**config.mk**
```make
export PLATFORM = sky130hd
export DESIGN_NAME = sat_counter
export DESIGN_NICKNAME = d
export VERILOG_FILES = /design/src/rtl/half_adder_checker_sat_counter.sv
export SDC_FILE = /design/constraint.sdc
export NUM_CORES = 1
export LEC_CHECK = 0
export BUFFER_PORTS_ARGS = -buffer_cell sky130_fd_sc_hd__buf_2
export CORE_UTILIZATION = 57
export CTS_BUF_LIST = sky130_fd_sc_hd__clkbuf_8
export DETAILED_ROUTE_END_ITERATION = 6
export PLACE_DENSITY = 0.83
export RECOVER_POWER = 25
export SETUP_SLACK_MARGIN = 0.15
export SLEW_MARGIN = 20
export SYNTH_ARGS = -nofsm -noshare
export SYNTH_HDL_FRONTEND = slang
export SYNTH_SLANG_ARGS = --single-unit
```
**constraint.sdc**
```tcl
create_clock -name clk -period 4.9 [get_ports clk]
set_input_delay 0.98 -clock clk [delete_from_list [all_inputs] [get_ports clk]]
set_output_delay 0.98 -clock clk [all_outputs]
set_load 0.03 [all_outputs]
```
**src/rtl/half_adder_checker_sat_counter.sv**
```systemverilog
// Saturating up-counter with synchronous clear; holds at all-ones instead of wrapping.
module sat_counter #(
    parameter int W = 16
) (
    input  logic         clk,
    input  logic         rst,
    input  logic         clr,
    input  logic         inc,
    output logic [W-1:0] q
);

    logic [W-1:0] cnt_q;
    logic [W-1:0] cnt_d;

    always_comb begin
        cnt_d = cnt_q;
        if (clr) begin
            cnt_d = '0;
        end else if (inc && (cnt_q != {W{1'b1}})) begin
            cnt_d = cnt_q + 1'b1;
        end
    end

    always_ff @(posedge clk or posedge rst) begin
        if (rst) begin
            cnt_q <= '0;
        end else begin
            cnt_q <= cnt_d;
        end
    end

    assign q = cnt_q;

endmodule

```
==> metrics.md, run 1 <==
| Metric | Value |
|---|---|
| Max Clock Freq | 445 MHz |
| CP max FO | 8 |
| Initial antenna violation count | 0 |
| Hold Crit Class | reg -> reg |
| Sum of negative setup slack | 0 ns |
| Largest register FFs | 16 |
| Die area | 1800 sq um |
| Peak VDD IR | 0.188 mV |
| Final #Nets | 126 |
| Endpoints failing setup | 0 |
| Htree depth | 1 |
| Vias/cell | 6.74 |
| GR Layer Usage met1 | 0.368 |
| Die H | 42.4 um |
| Synth Flop Type | dfrtp_1 |
| Clock buffer depth | 2 |
| WP data required | 5.08 ns |
| Row count | 14 |
| CTS Hold Bufs | 0 |
| Antenna-violating nets left | 0 |
| Layout cells sized above 1 | 0.235 |
| Min Tclk post-route | 2.25 ns |
| CP endpoint kind | flop |
| # IOs | 20 |
| Port Buffers | 19 |
| Clk_lat worst skew | 0.25 ns |
| Total gr overflow | 0 |
| CP arrival | 2.42 ns |
| Antenna cell count | 0 |
| Fraction of registers with async set/reset | 1.00 |
| CTS tree | yes |
| Met3 global-route usage | 0.0259 |
| Final Core Density | 0.698 |
| Synthesis-to-layout area growth | 14.1% |
| Starting DRT DRC Count | 41 |
| Final period util | 0.459 |
| Number of global-route vias before repair | 892 |
| Post_cts resized | 0 |
| Final GP Congestion | 0.820 |
| HPWL Detailed | 1510 um |
| Slew headroom | 0.503 |
| Max Cap Violations | 0 |
| Synth cell types | 29 |
| Status | completed |
| CP startpoint kind | input pin |
| Initial Util | 0.612 |
| #FFs+latches synth | 16 |
| Syn_area_per_cell | 9.23 sq um |
| Wirelength per Cell | 16.7 um |
| Placeable Area | 1520 sq um |
| Cells after synthesis | 101 |
| Final Max Slew Viols | 0 |
| Drt total wl | 2250 um |
| Num CTS Buffers | 3 |
| DRC | 0 |
| Die width | 42.4 um |
| Clk pin slew, worst setup/hold paths | 0.06 ns |
| Setup Fix Bufs, Post-CTS | 0 |
| Gr busiest metal | met2 |
| Clk_skew | 0.000991 ns |
| First-pass GRT wire length | 3970 um |
| Vias | 910 |
| Setup CP Type | in -> reg |
| Pwr/cell area | 237 nW/um^2 |
| Static leakage | 0.447 nW |
| Cell Area, Synth | 932 sq um |
| Overall routing resource usage | 0.285 |
| Clk sink count | 16 |
| Clk root buf | clkbuf_8 |
| Yosys Warn Count | 0 |
| RSZ-0062 raised after global routing | no |
| Post-synth EDFFs | 0 |
| Pre-Repair DR Iteration Count | 4 |
| Sequential share of the synthesized area | 0.430 |
| Post-Syn Nets | 106 |
| Worst Max-Slew Pin Slew | 0.738 ns |
| Largest net degree at the start of global routing | 20 |
| Hold Vio Cnt, Final | 0 |
| GR Util met2 | 0.477 |
-- cell usage after synthesis (4+ instances only) --
| cell | number | area [sq um] |
|---|---|---|
| or4_1 | 6 | 45.0 |
| or3_1 | 6 | 37.5 |
| nor3_1 | 4 | 20.0 |
| a21oi_1 | 12 | 60.1 |
| o31ai_1 | 5 | 37.5 |
| nand3_1 | 7 | 35.0 |
| nand4_1 | 4 | 25.0 |
| o21ai_0 | 5 | 25.0 |
| dfrtp_1 | 16 | 400 |
| nand2_1 | 6 | 22.5 |
-- cell usage in the layout, fill, tap and decap left out, drive strengths merged, types with 2 or more instances in the layout --
cell	count
mux2	2
dfrtp	16
nand2b	2
clkbuf	3
nand3	7
buf	19
or3	7
o31ai	5
nor2b	3
nand2	6
nor3	4
inv	3
nor4	3
nor2	3
or4	8
o21ai	5
a21oi	12
o41ai	2
nand4	5
-- routing by layer --
layer | wire [um] | vias to the layer above
li1 | - | 430
met1 | 989 | 452
met2 | 1160 | 21
met3 | 57 | 7
met4 | 51 | 0
met5 | 0 | -
-- final timing paths --
path | start | endpoint | slack (ns) | depth (start not counted)
max | inc | q[13] | 2.65 | 5
max reg2reg | q[1] | q[0] | 2.80 | 5
min in group asynchronous | rst | q[0] | 0.80 | 2
min | q[14] | q[14] | 0.58 | 2
max in group asynchronous | rst | q[4] | 3.70 | 2
min reg2reg | q[14] | q[14] | 0.58 | 2
-- final cells by class --
| type | instances | area (sq um) |
|---|---|---|
| inverter | 3 | 11.3 |
| timing repair buffer | 19 | 95.1 |
| clock buffer | 3 | 41.3 |
| sequential | 16 | 400 |
| multi-input combinational | 78 | 495 |
| fill | 118 | 460 |
| tap | 16 | 20.0 |
-- cells by family (layout without fill, tap and decap cells) --
| family | Yosys count | after routing | synth area share |
|---|---|---|---|
| and+or+nand+nor | 49 | 49 | 0.326 |
| AOI/OAI and AO/OA | 25 | 25 | 0.157 |
| DFF | 16 | 16 | 0.430 |
| buffers and inverters | 7 | 25 | 0.0389 |
| muxes | 3 | 3 | 0.0349 |
| adders and majority gates | 1 | 1 | 0.0134 |
-- per-stage QoR --
step	instances	total power (W)	hold WS [ns]	area, sq um	setup WS, ns
floorplan	101	0.000152	0.689	932	2.55
global placement	132	0.000155	0.547	1020	2.50
detailed placement	132	0.000156	0.571	1020	2.42
CTS	135	0.000252	0.584	1060	2.68
global route	135	0.000257	0.621	1060	2.60
finish	135	0.000253	0.583	1060	2.65
-- report_power, final --
group	internal, W	leakage [nW]	switching (W)
registers	0.000134	0.222	0.00000251
logic	0.00000513	0.203	0.0000126
clock network	0.0000545	0.0216	0.0000441
-- worst max-delay path: stages --
cell and delay, ns:
buf_2 0.15, nand3_1 0.22, or4_4 0.51, or4_1 0.42, a21oi_1 0.15
Note: power is estimated with default switching activity, not from simulation.
==> inputs of run 2 (changes only) <==
--- a/config.mk
+++ b/config.mk
@@ -5,11 +5,12 @@
 export SDC_FILE = /design/constraint.sdc
 export NUM_CORES = 1
 export LEC_CHECK = 0
+export ABC_AREA = 1
 export BUFFER_PORTS_ARGS = -buffer_cell sky130_fd_sc_hd__buf_2
-export CORE_UTILIZATION = 57
+export CORE_UTILIZATION = 51
 export CTS_BUF_LIST = sky130_fd_sc_hd__clkbuf_8
 export DETAILED_ROUTE_END_ITERATION = 6
-export PLACE_DENSITY = 0.83
+export PLACE_DENSITY = 0.77
 export RECOVER_POWER = 25
 export SETUP_SLACK_MARGIN = 0.15
 export SLEW_MARGIN = 20
==> constraint.sdc (replaced) <==
create_clock -name clk -period 2 [get_ports clk]
set_input_delay 0.4 -clock clk [delete_from_list [all_inputs] [get_ports clk]]
set_output_delay 0.4 -clock clk [all_outputs]
set_load 0.03 [all_outputs]
==> metrics.md, run 2 <==
| Metric | Value |
|---|---|
| Synth cell types | 24 (-17%) |
| Largest register FFs | 16 (unchanged) |
| Starting DRT DRC Count | 31 (-24%) |
| Reg-to-Reg End | q[13] |
| Cell Area, Synth | 1080 sq um (+16%) |
| Net switching fraction of the power | 0.243 (+0.00894) |
| Pwr/cell area | 534 nW/um^2 (+120%) |
| Yosys Warn Count | 0 (unchanged) |
| Slew headroom | 0.590 (+0.0869) |
| Cell mode on critical path | nor2_4 |
| Syn_area_per_cell | 6.81 sq um (-26%) |
| Total gr overflow | 0 (unchanged) |
| Htree depth | 1 (unchanged) |
| Final GP Congestion | 0.890 (+8.6%) |
| Top cell type's share of synthesized area | 0.370 (-0.0600) |
| Fraction of registers with async set/reset | 1.00 (unchanged) |
| Placeable Area | 1980 sq um (+30%) |
| Post-Syn Nets | 164 (+55%) |
| CP arrival | 1.89 ns (-0.53 ns) |
| Vias | 1101 (+21%) |
| Largest net degree at the start of global routing | 17 (-15%) |
| Reg2Reg Depth | 10 (+5) |
| Combinational Power Share | 0.082 (+0.012) |
| Max Clock Freq | 588 MHz |
| WP data required | 2.19 ns (-2.89 ns) |
| Die H | 48.1 um (+13%) |
| Wirelength per Cell | 12.2 um (-27%) |
| Row count | 16 (+2) |
| Overall routing resource usage | 0.250 (-0.0352) |
| Number of global-route vias before repair | 942 (+5.6%) |
| Hold Crit Class | in -> async |
| Synth Flop Type | dfrtp_1 |
| Placed inst area | 1200 sq um (+17%) |
| Synthesis-to-layout area growth | 18.4% |
| Sequential share of the synthesized area | 0.370 (-0.0600) |
| CTS tree | yes |
| Clock buffer depth | 2 (unchanged) |
| Cells after synthesis | 159 (+57%) |
| Clk root buf | clkbuf_8 |
| Vias/cell | 5.24 (-22%) |
| Setup CP Type | reg -> reg |
| Most common cell in the netlist | nand2_1 |
| Slowest CP cell | dfrtp_1 |
| Commonest non-fill, non-tap cells in the layout | 64 x nand2_1, 19 x buf_2, 16 x inv_1, 16 x nor2_1, 16 x dfrtp_1 |
| #FFs+latches synth | 16 (unchanged) |
| Drt total wl | 2570 um (+14%) |
| Slack of the worst reg-to-reg path | 0.30 ns (-2.50 ns) |
| Worst Max-Slew Pin Slew | 0.614 ns (-0.124 ns) |
| RSZ-0062 raised after global routing | no |
| Layout cells sized above 1 | 0.197 (-0.0386) |
| CP startpoint kind | flop |
| Static leakage | 0.729 nW (+63%) |
| NetSw | 0.000167 W (+180%) |
| DRC | 0 (unchanged) |
| Min Tclk post-route | 1.70 ns |
| Antenna cell count | 0 (unchanged) |
| Area leader, netlist | dfrtp_1 |
| Clk_lat worst skew | 0.25 ns (about the same) |
| Slowest stage delay, CP | 0.41 ns (-0.10 ns) |
| Final period util | 0.850 |
| Power Internal | 0.000518 W (+170%) |
| Peak VDD IR | 0.443 mV (+140%) |
| Sum of negative setup slack | 0 ns (unchanged) |
| Pre-Repair DR Iteration Count | 4 (unchanged) |
| Num CTS Buffers | 3 (unchanged) |
| Clk_skew | 0.000945 ns (-0.0000465 ns) |
| CP endpoint kind | flop |
| Final instance area | 1280 sq um (+21%) |
| Fill cells | 180 (+53%) |
| CTS Hold Bufs | 0 (unchanged) |
| Clk pwr share | 0.435 (+0.045) |
| Commonest cells in the netlist | 64 x nand2_1, 16 x dfrtp_1, 16 x inv_1, 16 x nor2_1, 12 x nand3_1 |
| Clk sink count | 16 (unchanged) |
| Clk pin slew, worst setup/hold paths | 0.07 ns (about the same) |
| First-pass GRT wire length | 3970 um (unchanged) |
| Worst R2R Start | q[0] |
| Cell Chain, Critical Path | ha_1, nand2_2, nor2_8, nand2_4, nor2_4, nor2_4, nor2_4, buf_4, nand2_1, nand2_1 |
| Die width | 48.1 um (+13%) |
| Hold Vio Cnt, Final | 0 (unchanged) |
| Post-synth EDFFs | 0 (unchanged) |
| Antenna-violating nets left | 0 (unchanged) |
| Initial antenna violation count | 0 (unchanged) |
| Power, Total | 0.000685 W (+170%) |
| Status | completed |
| # IOs | 20 (unchanged) |
| Port Buffers | 19 (unchanged) |
| Sequential power share | 0.484 (-0.055) |
| Synth top area cells | dfrtp_1 37%, nand2_1 22%, nand4_1 6.4%, nand3_1 5.5%, inv_1 5.5% |
| Endpoints failing setup | 0 (unchanged) |
| Die area | 2310 sq um (+28%) |
| Leading cell type in the layout, fill and taps excluded | nand2_1 |
| HPWL Detailed | 1850 um (+22%) |
| Initial Util | 0.547 (-0.0649) |
| Final Max Slew Viols | 0 (unchanged) |
| Max Cap Violations | 0 (unchanged) |
| CP max FO | 8 (unchanged) |
| Final #Nets | 189 (+50%) |
-- run 2: cell types whose count changed after synthesis, moves of 5 or more --
cell	previous run	this run
a21oi_1	12	1
inv_1	3	16
nand2_1	6	64
nand3_1	7	12
nand4_1	4	11
nor2_1	3	16
o31ai_1	5	0
or3_1	6	0
or4_1	6	0
-- run 2: how the worst max path moves through the flow --
stage,start,cells after the start,endpoint,slack [ns]
after floorplan,q[1],10,q[12],0.26
after global placement,q[0],10,q[8],0.33
after detailed placement,q[0],10,q[8],0.25
after CTS,q[0],10,q[8],0.24
after global routing,q[0],10,q[5],0.18
final,q[0],10,q[13],0.30
-- run 2: final cells by class --
cell class                      count  area [sq um]  share of cell area
Multi-Input combinational cell    122           601               0.468
Tap cell                           27          33.8              0.0263
Clock buffer                        4          55.1              0.0429
Inverter                           18          67.6              0.0527
Sequential cell                    16           400               0.312
Timing Repair Buffer               23           125              0.0976
-- run 2: cells by family (layout without fill, tap and decap cells) --
| logic type | after synthesis | in the layout | synth area share |
|---|---|---|---|
| flip-flops | 16 | 16 | 0.370 |
| adder cells (fa/ha/maj) | 1 | 1 | 0.0115 |
| AND/OR/NAND/NOR | 114 | 114 | 0.492 |
| buffers and inverters | 21 | 45 | 0.0808 |
| AO/OA/AOI/OAI | 3 | 3 | 0.0138 |
| XOR/XNOR | 4 | 4 | 0.0323 |
-- run 2: worst max-delay path, delay by kind of cell, from the launching register on --
kind | cells | cell delay (ns)
fa+ha+maj | 1 | 0.22
simple gates | 8 | 0.83
flops | 1 | 0.41
buf+inv | 1 | 0.17
-- run 2: timing repair --
action / CTS / global route
hold endpoints to repair: 0 / 0
endpoints found under the setup margin: 0 / 13
resized for setup: 0 / 1
setup buffers: 0 / 3
-- run 2: through the flow --
step	worst slack (ns)	utilization	instances	hold slack, ns
2_1_floorplan	0.264	-	159	0.314
3_3_place_gp	0.329	0.605	203	0.498
3_5_place_dp	0.254	0.605	203	0.508
4_1_cts	0.237	0.633	207	0.237
5_1_grt	0.178	0.647	210	0.281
6_report	0.299	0.647	210	0.209
-- run 2: power by group through the flow --
stage	sequential, W	combinational [W]	clock, W
floorplan	0.000344	0.0000292	0
global placement	0.000337	0.0000504	0
detailed placement	0.000338	0.0000509	0
CTS	0.000331	0.0000512	0.000298
global route	0.000332	0.0000611	0.000308
finish	0.000331	0.0000560	0.000298
-- run 2: metal layers --
metal	track usage	vias to the layer above	part of all wire
met5	0	-	0
met4	0.122	0	0.034
met3	0.0444	11	0.045
met2	0.403	39	0.47
met1	0.322	498	0.45
li1	-	553	-
==> inputs of run 3 (changes only) <==
--- a/config.mk
+++ b/config.mk
@@ -5,9 +5,9 @@
 export SDC_FILE = /design/constraint.sdc
 export NUM_CORES = 1
 export LEC_CHECK = 0
-export ABC_AREA = 1
+export ABC_AREA = 0
 export BUFFER_PORTS_ARGS = -buffer_cell sky130_fd_sc_hd__buf_2
-export CORE_UTILIZATION = 51
+export CORE_UTILIZATION = 50
 export CTS_BUF_LIST = sky130_fd_sc_hd__clkbuf_8
 export DETAILED_ROUTE_END_ITERATION = 6
 export PLACE_DENSITY = 0.77
==> metrics.md, run 3 (synthesized netlist as in run 1, its figures left out) <==
| Metric | Value |
|---|---|
| Status | completed |
| Max Cap Violations | 0 (unchanged) |
| Routed length on met1 | 987 um (-14%) |
| CP startpoint kind | flop |
| Clock buffer depth | 2 (unchanged) |
| Vias/cell | 6.13 (+17%) |
| Setup CP Type | reg -> reg |
| Starting DRT DRC Count | 10 (-68%) |
| Clk pwr share | 0.394 (-0.041) |
| CTS Hold Bufs | 0 (unchanged) |
| Slew headroom | 0.582 (-0.00875) |
| Net switching fraction of the power | 0.235 (-0.00780) |
| Pre-Repair DR Iteration Count | 4 (unchanged) |
| Cell Chain, Critical Path | nand4_4, or4_4, or4_1, a21oi_1 |
| Min Tclk post-route | 1.83 ns (+0.125 ns) |
| Final Max Slew Viols | 0 (unchanged) |
| Slowest stage delay, CP | 0.58 ns (+0.17 ns) |
| Endpoints failing setup | 0 (unchanged) |
| # IOs | 20 (unchanged) |
| Largest net degree at the start of global routing | 20 (+3) |
| Clk sink count | 16 (unchanged) |
| Cell Count, Final, Fillers Out | 149 (-29%) |
| Clk root buf | clkbuf_8 |
| Combinational Power Share | 0.071 (-0.011) |
| Max Clock Freq | 548 MHz (-6.9%) |
| CP endpoint kind | flop |
| CP arrival | 2.00 ns (+0.11 ns) |
| Final GP Congestion | 0.790 (-11%) |
| Worst hold slack | 0.219 ns (+0.00952 ns) |
| Die area | 2040 sq um (-12%) |
| Top sig layer | met4 |
| Antenna cell count | 0 (unchanged) |
| Power, Total | 0.000625 W (-8.8%) |
| First-pass GRT wire length | 3630 um (-8.5%) |
| Reg-to-Reg End | q[13] |
| Metal2 WL | 1090 um (-10%) |
| Synthesis-to-layout area growth | 22.1% |
| Commonest non-fill, non-tap cells in the layout | 19 x buf_2, 12 x a21oi_1, 10 x dfrtp_2 |
| Placed Instances | 144 (-29%) |
| Slowest CP cell | or4_4 |
| Initial antenna violation count | 0 (unchanged) |
| Wirelength per Cell | 14.7 um (+21%) |
| Final period util | 0.913 (+0.0627) |
| Layout cells sized above 1 | 0.371 (+0.174) |
| CP top delay family | simple AND/OR/NAND/NOR gates |
| WP data required | 2.17 ns (-0.02 ns) |
| Num CTS Buffers | 3 (unchanged) |
| Htree depth | 1 (unchanged) |
| Peak VDD IR | 0.359 mV (-19%) |
| Slack of the worst reg-to-reg path | 0.17 ns (-0.13 ns) |
| CTS tree | yes |
| NetSw | 0.000147 W (-12%) |
| Static leakage | 0.454 nW (-38%) |
| Port Buffers | 19 (unchanged) |
| Reg2Reg Depth | 4 (-6) |
| HPWL Detailed | 1510 um (-18%) |
| Antenna-violating nets left | 0 (unchanged) |
| Final Core Density | 0.652 (+0.00523) |
| Number of global-route vias before repair | 794 (-16%) |
| Overall routing resource usage | 0.245 (-0.00506) |
| Worst R2R Start | q[7] |
| Vias | 914 (-17%) |
| Placeable Area | 1750 sq um (-12%) |
| Worst Max-Slew Pin Slew | 0.627 ns (+0.0131 ns) |
| Sequential power share | 0.535 (+0.051) |
| Power Internal | 0.000478 W (-7.9%) |
| Pwr/cell area | 549 nW/um^2 (+2.7%) |
| Die H | 45.2 um (-6.1%) |
| Sum of negative setup slack | 0 ns (unchanged) |
| Clk pin slew, worst setup/hold paths | 0.06 ns (about the same) |
| Clk_skew | 0.00216 ns (+0.00122 ns) |
| Hold Vio Cnt, Final | 0 (unchanged) |
| Final #Nets | 130 (-31%) |
| Die width | 45.2 um (-6.1%) |
| Drt total wl | 2200 um (-14%) |
| Hold Crit Class | in -> async |
| Worst Setup SP | q[7] |
| Buf+Inv Stages, Crit Path | 0 (-1) |
| Row count | 15 (-1) |
| Routed wl met3 | 78 um (-32%) |
| DRC | 0 (unchanged) |
| CP max FO | 7 (-1) |
| RSZ-0062 raised after global routing | yes |
| Leading cell type in the layout, fill and taps excluded | buf_2 |
| Total gr overflow | 0 (unchanged) |
| Largest register FFs | 16 (unchanged) |
| Initial Util | 0.534 (-0.0127) |
| Clk_lat worst skew | 0.25 ns (about the same) |
-- run 3: changes by cell type in the layout (fill, tap and decap cells not counted), sizes merged, moves of 3 or more --
cell   before  now
nand2      66    6
nor2       22    3
inv        17    4
a21oi       1   12
or4         0    8
or3         0    7
nand4      11    5
nand3      12    7
o31ai       0    5
nor2b       0    3
nor3        1    4
nor4        0    3
o21ai       2    5
-- run 3: worst reg2reg max path: stages, from the launching register on --
cell	delay, ns
dfrtp_2	0.43
nand4_4	0.17
or4_4	0.58
or4_1	0.41
a21oi_1	0.15
-- run 3: power groups by stage --
| stage | clock network [W] | registers, W | logic (W) |
|---|---|---|---|
| floorplan | 0 | 0.000347 | 0.0000257 |
| global placement | 0 | 0.000339 | 0.0000439 |
| detailed placement | 0 | 0.000340 | 0.0000445 |
| CTS | 0.000246 | 0.000334 | 0.0000447 |
| global route | 0.000268 | 0.000335 | 0.0000504 |
| finish | 0.000246 | 0.000334 | 0.0000444 |
-- run 3: cell type report --
class	count	area [sq um]
fill	147	607
multi-input combinational	78	513
sequential	16	413
timing repair buffer	23	125
clock buffer	3	41.3
tap	25	31.3
inverter	3	11.3
clock inverter	1	3.75
-- run 3: worst max-delay path by stage --
| stage | slack (ns) | cells past startpoint | endpoint |
|---|---|---|---|
| 6_report | 0.17 | 4 | q[13] |
| 5_1_grt | 0.08 | 4 | q[13] |
| 4_1_cts | 0.18 | 4 | q[13] |
| 3_5_place_dp | 0.20 | 4 | q[13] |
| 3_3_place_gp | 0.23 | 4 | q[13] |
| 2_1_floorplan | 0.19 | 4 | q[13] |
-- run 3: layer usage --
metal | track usage | vias to the layer above
li1 | - | 439
met1 | 0.351 | 447
met2 | 0.368 | 23
met3 | 0.0360 | 5
met4 | 0.0970 | 0
met5 | 0 | -
-- run 3: repair_timing --
action | 4_1_cts | 5_1_grt
endpoints found under the setup margin | 0 | 6
gates resized for setup | 0 | 3
setup buffers | 0 | 1
-- run 3: stage by stage --
stage               area [sq um]  setup WS (ns)
floorplan                    952          0.188
CTS                         1120          0.179
global route                1140         0.0752
detailed placement          1070          0.199
global placement            1070          0.230
finish                      1140          0.174
